File: src/rtl/int_pkg.sv
// Shared types and defaults for the interrupt controller: FSM states,
// cause width and default vector-table placement.
package int_pkg;

  typedef enum logic [1:0] {
    IDLE    = 2'd0,
    DETECT  = 2'd1,
    SERVICE = 2'd2,
    RESTORE = 2'd3
  } int_state_t;

  localparam int          CAUSE_W         = 4;
  localparam logic [31:0] DEF_VEC_BASE    = 32'h0000_0100;
  localparam int          DEF_VEC_SHIFT   = 4;

endpackage

File: src/rtl/int_controller_if.sv
// Signal bundle between the pipeline/CSR side and the interrupt controller.
// master drives requests and control; slave is the controller itself.
interface int_controller_if
  import int_pkg::*;
#(
  parameter int NUM_IRQ = 4
);
  logic [NUM_IRQ-1:0] irq;
  logic               mask_we;
  logic [NUM_IRQ-1:0] mask_wdata;
  logic               int_en;
  logic               stall;
  logic [31:0]        cur_pc;
  logic               mret;
  logic               INT_detected;
  logic               INT_restore;
  logic [31:0]        int_vector_pc;
  logic [31:0]        epc;
  logic [CAUSE_W-1:0] int_cause;
  logic               in_isr;

  modport master (
    output irq, mask_we, mask_wdata, int_en, stall, cur_pc, mret,
    input  INT_detected, INT_restore, int_vector_pc, epc, int_cause, in_isr
  );

  modport slave (
    input  irq, mask_we, mask_wdata, int_en, stall, cur_pc, mret,
    output INT_detected, INT_restore, int_vector_pc, epc, int_cause, in_isr
  );
endinterface

File: src/rtl/irq_pending.sv
// Edge detection, pending/mask registers and fixed-priority selection
// (lowest index wins) for the interrupt lines.
module irq_pending
  import int_pkg::*;
#(
  parameter int NUM_IRQ = 4
) (
  input  logic               clk,
  input  logic               reset_n,
  input  logic [NUM_IRQ-1:0] irq,
  input  logic               mask_we,
  input  logic [NUM_IRQ-1:0] mask_wdata,
  input  logic               take,
  output logic               any_eligible,
  output logic [CAUSE_W-1:0] win_idx
);

  logic [NUM_IRQ-1:0] irq_q;
  logic [NUM_IRQ-1:0] pending;
  logic [NUM_IRQ-1:0] mask;
  logic [NUM_IRQ-1:0] rise;
  logic [NUM_IRQ-1:0] eligible;
  logic [NUM_IRQ-1:0] clr;

  assign rise     = irq & ~irq_q;
  assign eligible = pending & mask;
  assign clr      = take ? (NUM_IRQ'(1) << win_idx) : '0;

  always_comb begin
    any_eligible = 1'b0;
    win_idx      = '0;
    for (int i = NUM_IRQ - 1; i >= 0; i--) begin
      if (eligible[i]) begin
        any_eligible = 1'b1;
        win_idx      = CAUSE_W'(i);
      end
    end
  end

  // A new rising edge on the line being taken re-arms it: set beats clear.
  always_ff @(posedge clk or negedge reset_n) begin
    if (!reset_n) begin
      irq_q   <= '0;
      pending <= '0;
      mask    <= '0;
    end else begin
      irq_q   <= irq;
      pending <= (pending & ~clr) | (rise & mask);
      if (mask_we)
        mask <= mask_wdata;
    end
  end

endmodule

File: src/rtl/int_controller.sv
// Interrupt sequencer: takes one interrupt at a time, pulses INT_detected
// with EPC/cause/vector, then pulses INT_restore once mret retires.
module int_controller
  import int_pkg::*;
#(
  parameter int          NUM_IRQ   = 4,
  parameter logic [31:0] VEC_BASE  = DEF_VEC_BASE,
  parameter int          VEC_SHIFT = DEF_VEC_SHIFT
) (
  input logic             clk,
  input logic             reset_n,
  int_controller_if.slave bus
);

  int_state_t         state;
  int_state_t         state_nxt;
  logic               take;
  logic               any_eligible;
  logic [CAUSE_W-1:0] win_idx;
  logic [31:0]        epc;
  logic [31:0]        vec_pc;
  logic [CAUSE_W-1:0] cause;

  irq_pending #(.NUM_IRQ(NUM_IRQ)) u_pending (
    .clk          (clk),
    .reset_n      (reset_n),
    .irq          (bus.irq),
    .mask_we      (bus.mask_we),
    .mask_wdata   (bus.mask_wdata),
    .take         (take),
    .any_eligible (any_eligible),
    .win_idx      (win_idx)
  );

  always_ff @(posedge clk or negedge reset_n) begin
    if (!reset_n)
      state <= IDLE;
    else
      state <= state_nxt;
  end

  always_comb begin
    state_nxt = state;
    take      = 1'b0;
    case (state)
      IDLE: begin
        if (bus.int_en && any_eligible && !bus.stall) begin
          take      = 1'b1;
          state_nxt = DETECT;
        end
      end
      DETECT:  state_nxt = SERVICE;
      SERVICE: if (bus.mret) state_nxt = RESTORE;
      RESTORE: state_nxt = IDLE;
      default: state_nxt = IDLE;
    endcase
  end

  // Trap context is captured on the take edge and held until the next take.
  always_ff @(posedge clk or negedge reset_n) begin
    if (!reset_n) begin
      epc    <= '0;
      cause  <= '0;
      vec_pc <= '0;
    end else if (take) begin
      epc    <= bus.cur_pc;
      cause  <= win_idx;
      vec_pc <= VEC_BASE + (32'(win_idx) << VEC_SHIFT);
    end
  end

  assign bus.INT_detected  = (state == DETECT);
  assign bus.INT_restore   = (state == RESTORE);
  assign bus.in_isr        = (state == SERVICE) || (state == RESTORE);
  assign bus.epc           = epc;
  assign bus.int_cause     = cause;
  assign bus.int_vector_pc = vec_pc;

endmodule
File: src/flat_wrapper.sv
// flat-port wrapper written by rule: the top's interface ports become plain ports
module int_controller_flat import int_pkg::*;
#(
  parameter int          NUM_IRQ   = 4,
  parameter logic [31:0] VEC_BASE  = DEF_VEC_BASE,
  parameter int          VEC_SHIFT = DEF_VEC_SHIFT
)
  (clk, reset_n, bus_irq, bus_mask_we, bus_mask_wdata, bus_int_en, bus_stall, bus_cur_pc, bus_mret, bus_INT_detected, bus_INT_restore, bus_int_vector_pc, bus_epc, bus_int_cause, bus_in_isr);
  int_controller_if #(.NUM_IRQ(NUM_IRQ)) bus_i ();
  input logic clk;
  input logic reset_n;
  input wire logic [$bits(bus_i.irq)-1:0] bus_irq;
  input wire logic [$bits(bus_i.mask_we)-1:0] bus_mask_we;
  input wire logic [$bits(bus_i.mask_wdata)-1:0] bus_mask_wdata;
  input wire logic [$bits(bus_i.int_en)-1:0] bus_int_en;
  input wire logic [$bits(bus_i.stall)-1:0] bus_stall;
  input wire logic [$bits(bus_i.cur_pc)-1:0] bus_cur_pc;
  input wire logic [$bits(bus_i.mret)-1:0] bus_mret;
  output wire logic [$bits(bus_i.INT_detected)-1:0] bus_INT_detected;
  output wire logic [$bits(bus_i.INT_restore)-1:0] bus_INT_restore;
  output wire logic [$bits(bus_i.int_vector_pc)-1:0] bus_int_vector_pc;
  output wire logic [$bits(bus_i.epc)-1:0] bus_epc;
  output wire logic [$bits(bus_i.int_cause)-1:0] bus_int_cause;
  output wire logic [$bits(bus_i.in_isr)-1:0] bus_in_isr;
  assign bus_i.irq = bus_irq;
  assign bus_i.mask_we = bus_mask_we;
  assign bus_i.mask_wdata = bus_mask_wdata;
  assign bus_i.int_en = bus_int_en;
  assign bus_i.stall = bus_stall;
  assign bus_i.cur_pc = bus_cur_pc;
  assign bus_i.mret = bus_mret;
  assign bus_INT_detected = bus_i.INT_detected;
  assign bus_INT_restore = bus_i.INT_restore;
  assign bus_int_vector_pc = bus_i.int_vector_pc;
  assign bus_epc = bus_i.epc;
  assign bus_int_cause = bus_i.int_cause;
  assign bus_in_isr = bus_i.in_isr;
  int_controller #(.NUM_IRQ(NUM_IRQ), .VEC_BASE(VEC_BASE), .VEC_SHIFT(VEC_SHIFT)) u_core (.clk(clk), .reset_n(reset_n), .bus(bus_i));
endmodule
File: config.mk
export PLATFORM = sky130hd
export DESIGN_NAME = int_controller_flat
export DESIGN_NICKNAME = d
export VERILOG_FILES = /design/src/rtl/int_pkg.sv /design/src/rtl/int_controller_if.sv /design/src/rtl/irq_pending.sv /design/src/rtl/int_controller.sv /design/src/flat_wrapper.sv
export SDC_FILE = /design/constraint.sdc
export NUM_CORES = 1
export LEC_CHECK = 0
export BUFFER_PORTS_ARGS = -buffer_cell sky130_fd_sc_hd__buf_2
export CAP_MARGIN = 20
export CORE_MARGIN = 5
export CORE_UTILIZATION = 41
export DETAILED_ROUTE_END_ITERATION = 10
export GPL_TIMING_DRIVEN = 0
export PLACE_DENSITY = 0.74
export SLEW_MARGIN = 10
export SYNTH_ARGS = -nofsm -noshare
export SYNTH_HDL_FRONTEND = slang
export SYNTH_SLANG_ARGS = --single-unit
export TNS_END_PERCENT = 100
File: constraint.sdc
create_clock -name clk -period 1.6 [get_ports clk]
set_input_delay 0.24 -clock clk [delete_from_list [all_inputs] [get_ports clk]]
set_output_delay 0.24 -clock clk [all_outputs]
set_load 0.02 [all_outputs]
==> flow_metrics.tcl, run 1 <==
set metrics [dict create \
    power_frac_seq_pct 34.0 \
    p_int_mw 3.91 \
    antenna_found_initial 0 \
    dieHeight_um 85.9 \
    ys.warnings.count 0 \
    ys_seq_area_share_pct 51.9 \
    wl_mm 4.82 \
    vias 1591 \
    finClkSkew_ns 0.0100 \
    first_global_vias 1605 \
    syn_area_um2 2360 \
    drt-pass1-iter-count 3 \
    finalNonFillerCells 377 \
    cts_max_path_buffers 2 \
    via_per_inst 4.22 \
    grt.overflow.total 0 \
    antenna-diode-count 0 \
    layout-drive-gt1-share_pct 63.0 \
    finalHoldViolations 0 \
    r2r_start "u_core.u_pending.mask[0]" \
    arrival_ns 1.39 \
    grt_use_total_pct 12.8 \
    p_leak_nw 1.82 \
    crit_path_end_kind "output port" \
    clockPowerShare_pct 16.7 \
    cts_buffers 5 \
    synth.distinct_cells 25 \
    n_fill_cell 457 \
    clock_tree.root_cell "clkbuf_8" \
    fin_crit_ns 1.63 \
    cts_tree "built" \
    power_switching_mw 2.13 \
    synth_top_area_share_pct 51.9 \
    critPathKind "reg -> out" \
    drtIter0Drc 18 \
    placed_cells 352 \
    rsz0062_at_grt "true" \
    grt_pass1_wl_mm 7.52 \
    fp.dieW_um 85.9 \
    preCtsSetupSlack_ns -0.169 \
    violations "setup timing" \
    startpoint_type "flip-flop" \
    io_pins 117 \
    die_area_um2 7380 \
    wl_per_cell_um 12.8 \
    crit_fanout 3 \
    fmax_mhz 613 \
    syn-instance-count 165 \
    core_area_um2 5540 \
    syn-mean-instance-area_um2 14.3 \
    drv_slew 0 \
    finish.utilization_pct 61.8 \
    ant_nets 0 \
    hold_start "bus_irq[2]" \
    cp.required_ns 1.36 \
    gp_congestion 0.719 \
    yosys-top-cells-area "dfrtp_1 (52%), mux2_4 (18%), buf_4 (10%)" \
    power.density_nw_per_um2 1770 \
    io_buffer_count 85 \
    finalSetupViolations 8 \
    syn_to_final_growth_pct 44.9 \
    start_util_pct 42.6 \
    outcome "complete, but fails checks" \
    hold_class "in -> reg" \
    cts_sinks 49 \
    fin_nets 355 \
    htree_levels 2 \
    p_total_mw 6.05 \
    startpoint "u_core.state[0]" \
    vdd_drop_max_uv 779 \
    fin_crit_sh_pct 102 \
    grt_max_degree 50 \
    tns_ns -0.0744 \
    worstSkewPairLatency_ns 0.30 \
    yosysTopAreaCell "dfrtp_1" \
    max_cap_violations 0 \
    fin_ws_ns -0.0303 \
    dp_hpwl_mm 3.54 \
    comb_power_share_pct 49.3 \
    drcViolationCount 0 \
    path_clk_slew_ns 0.08 \
    rows 27 \
    switching_share_pct 35.3 \
    synth-seq-cells 49 \
]
## cell families after synthesis
family | count (synthesis) | share of synthesized area, %
other | 1 | 0.159
and+or+nand+nor | 17 | 5.03
adders and majority gates | 5 | 2.65
DFF | 49 | 51.9
muxes | 38 | 22.7
AOI/OAI and AO/OA | 13 | 4.66
buffers and inverters | 42 | 12.9
## cells in the mapped netlist (all sizes together)
library cell and count:
mux2 38, nand3 2, nand3b 1, nor2b 2, inv 6, dfrtp 49, conb 1, nand2 5
a2bb2oi 1, or2 2, a22o 2, and2 1, ha 5, o21ai 1, a32oi 1, a21oi 4
a32o 4, buf 36, nor2 4
## sequential cells by signal, indices dropped and copies added, names as in the netlist
signal                    cells
u_core.bus.epc               32
u_core.u_pending.mask         4
u_core.bus.int_cause          1
u_core.state                  2
u_core.bus.int_vector_pc      2
u_core.u_pending.irq_q        4
u_core.u_pending.pending      4
## cell usage in the layout (no fill, tap or decap), drive strengths merged, types with 4 or more instances in the layout
master and instances:
nand2 5, nor2 4, ha 5, a32o 4, mux2 38, clkbuf 6, inv 6, buf 135
conb 31, dfrtp 49, a21oi 4
## path summary, 6_finish.rpt
| path | endpoint | slack, ns | depth (start not counted) |
|---|---|---|---|
| worst min-delay path | u_core.u_pending.irq_q[2] | 0.06 | 1 |
| worst max register to register | u_core.bus.epc[29] | -0.01 | 6 |
| max in group asynchronous | u_core.u_pending.pending[0] | 0.70 | 3 |
| min in group asynchronous | u_core.bus.epc[30] | 0.40 | 2 |
| worst min register to register | u_core.bus.int_vector_pc[8] | 0.47 | 1 |
| worst max-delay path | bus_in_isr | -0.03 | 4 |
## cell type report
cell class	instances	area (µm²)	share of cell area [%]
well taps	72	90.1	2.63
plain buffers	36	308	8.99
clock buffers	5	68.8	2.01
clock inverters	3	65.1	1.90
flip-flops and latches	49	1230	35.8
inverters	6	22.5	0.658
repair buffers	102	659	19.3
multi-input cells	104	982	28.7
## per-layer routing
| layer | routed length [µm] | up-vias | GRT usage [%] |
|---|---|---|---|
| met5 | 0 | - | 0 |
| met1 | 1870 | 745 | 15.0 |
| li1 | - | 778 | - |
| met3 | 448 | 5 | 3.94 |
| met4 | 38 | 0 | 3.88 |
| met2 | 2460 | 63 | 22.4 |
## critical path, stage by stage, from the launching register on
cell     delay (ns)
dfrtp_1        0.39
inv_2          0.08
ha_2           0.19
or2_2          0.30
buf_6          0.13
## metrics by stage
step	hold slack (ns)	area, µm²
after floorplan	-0.0556	2480
after global placement	0.369	2990
after detailed placement	0.366	2990
after CTS	0.0490	3340
after global routing	0.0515	3420
final	0.0607	3420
## power groups by stage
stage | Sequential, mW | Combinational, mW | Clock [mW]
2_1_floorplan | 2.61 | 1.29 | 0
3_3_place_gp | 2.05 | 2.58 | 0
3_5_place_dp | 2.08 | 2.61 | 0
4_1_cts | 2.06 | 2.89 | 1.05
5_1_grt | 2.13 | 3.18 | 1.09
6_report | 2.06 | 2.98 | 1.01
## what timing repair did
| item | in CTS | in global routing |
|---|---|---|
| gates resized for setup | 14 | 7 |
| endpoints found under the hold margin | 0 | 15 |
| cloned | 2 | 1 |
| setup endpoints to repair | 30 | 34 |
| hold buffers | 0 | 1 |
| pin swaps | 1 | 2 |
| setup buffers | 11 | 1 |
No activity file was read; power rests on OpenSTA's default activity.
==> run 2: changes to the inputs <==
--- a/config.mk
+++ b/config.mk
@@ -12,6 +12,7 @@
 export DETAILED_ROUTE_END_ITERATION = 10
 export GPL_TIMING_DRIVEN = 0
 export PLACE_DENSITY = 0.74
+export REMOVE_ABC_BUFFERS = 1
 export SLEW_MARGIN = 10
 export SYNTH_ARGS = -nofsm -noshare
 export SYNTH_HDL_FRONTEND = slang
==> flow_metrics.tcl, run 2 (same netlist as run 1, synthesis figures left out) <==
set metrics [dict create \
    grt_pass1_wl_mm 7.63 \
    antenna_found_initial 1 \
    start_util_pct 42.6 \
    arrival_ns 1.74 \
    critical_path.max_stage_delay_ns 0.45 \
    clock_tree.root_cell "clkbuf_8" \
    core_area_um2 5540 \
    syn_to_final_growth_pct 28.0 \
    dieHeight_um 85.9 \
    critPathKind "reg -> reg" \
    finalNonFillerCells 335 \
    layout_common_cells "buf_2 (84), dfrtp_1 (46), mux2_4 (33), conb_1 (31), clkbuf_8 (6)" \
    grt_use_total_pct 13.3 \
    finalHoldViolations 0 \
    grt-busiest-layer "met2" \
    rsz0062_at_grt "true" \
    ant_nets 0 \
    final_common_cell "buf_2" \
    finish.utilization_pct 54.6 \
    slowest_stage "dfrtp_2" \
    dp_hpwl_mm 3.34 \
    fmax_mhz 641 \
    path_clk_slew_ns 0.08 \
    outcome "finished, final reports clean" \
    grt.overflow.total 0 \
    placed_cells 316 \
    fin_nets 314 \
    fp.dieW_um 85.9 \
    via_per_inst 4.43 \
    vdd_drop_max_uv 925 \
    max_cap_violations 0 \
    worstSkewPairLatency_ns 0.29 \
    fin_crit_sh_pct 97.6 \
    cts_tree "built" \
    cp.required_ns 1.78 \
    io_buffer_count 85 \
    drcViolationCount 0 \
    largest-register "u_core.bus.epc" \
    wl_mm 4.80 \
    startpoint_type "flip-flop" \
    cp_cell_sequence "inv_2 > ha_4 > nand3b_4 > nor2_4 > buf_12 > mux2_4" \
    min_path_cells 1 \
    io_pins 117 \
    crit_path_end_kind "flip-flop" \
    tns_ns 0 \
    power.density_nw_per_um2 1850 \
    use_met3_pct 5.57 \
    antenna-diode-count 0 \
    vias 1485 \
    finClkSkew_ns 0.00698 \
    cts_max_path_buffers 2 \
    met2_usage_pct 21.8 \
    finalSetupViolations 0 \
    drtIter0Drc 56 \
    cts_sinks 49 \
    drt-pass1-iter-count 3 \
    crit_fanout 9 \
    cts_buffers 5 \
    htree_levels 2 \
    p_leak_nw 1.56 \
    wl_per_cell_um 14.3 \
    hold_class "in -> reg" \
    layout-drive-gt1-share_pct 57.8 \
    rows 27 \
    gp_congestion 0.671 \
    preCtsSetupSlack_ns -0.517 \
    n_fill_cell 481 \
    largest_reg_flops 32 \
    grt_use_met1_pct 15.9 \
    grt_max_degree 50 \
    first_global_vias 1606 \
    reg2reg_depth 6 \
    drv_slew 0 \
    fin_crit_ns 1.56 \
    die_area_um2 7380 \
    fin_ws_ns 0.0389 \
    p_total_mw 5.59 \
]
run 2: cell types whose count changed in the layout (fill, tap and decap cells not counted), sizes merged:
cell and change:
bufbuf -1, clkbuf +1, bufinv -2, buf -40
nor2 +1, clkinv -1
run 2: where the power goes:
group / switching (mW) / internal (mW)
clock network: 0.371 / 0.343
registers: 0.327 / 1.76
logic: 1.40 / 1.38
total: 2.10 / 3.49
run 2: path summary, 6_finish.rpt:
| kind | startpoint | end | slack [ns] |
|---|---|---|---|
| setup / recovery | u_core.state[1] | u_core.bus.epc[28] | 0.04 |
| hold / removal | bus_irq[2] | u_core.u_pending.irq_q[2] | 0.07 |
| setup reg to reg | u_core.state[1] | u_core.bus.epc[28] | 0.04 |
| hold reg to reg | u_core.bus.int_vector_pc[8] | u_core.bus.int_vector_pc[8] | 0.46 |
| max in group asynchronous | reset_n | u_core.bus.epc[5] | 0.66 |
| min in group asynchronous | reset_n | u_core.bus.epc[3] | 0.43 |
run 2: metal layers:
metal	wire length (µm)	share of wire, %
met1	1820	38
met2	2420	51
met3	485	10
met4	42	0.88
met5	20	0.42
run 2: repair_timing:
action,CTS,global route
setup buffers,8,1
gates cloned,1,0
endpoints found under the setup margin,35,34
pin swaps,3,2
hold buffers,0,1
gates resized for setup,10,8
endpoints found under the hold margin,0,18
run 2: layout make-up:
cell class              instances  area [µm²]  share of cell area, %
flip-flops and latches         49        1230                   40.7
multi-input cells             105        1010                   33.6
well taps                      72        90.1                   2.98
inverters                       6        22.5                  0.745
repair buffers                 96         579                   19.2
clock buffers                   7        86.3                   2.86
run 2: through the flow:
stage	cell area [µm²]	hold slack, ns
after floorplan	2190	-0.0556
after global placement	2710	0.366
after detailed placement	2710	0.370
after CTS	2960	0.0578
after global routing	3020	0.0563
final	3020	0.0715
run 2: critical path, delay by kind of cell, from the launching register on:
kind          cells  cell delay (ns)
flops             1             0.45
simple gates      2             0.30
mux               1             0.30
buf+inv           2             0.25
fa+ha+maj         1             0.15
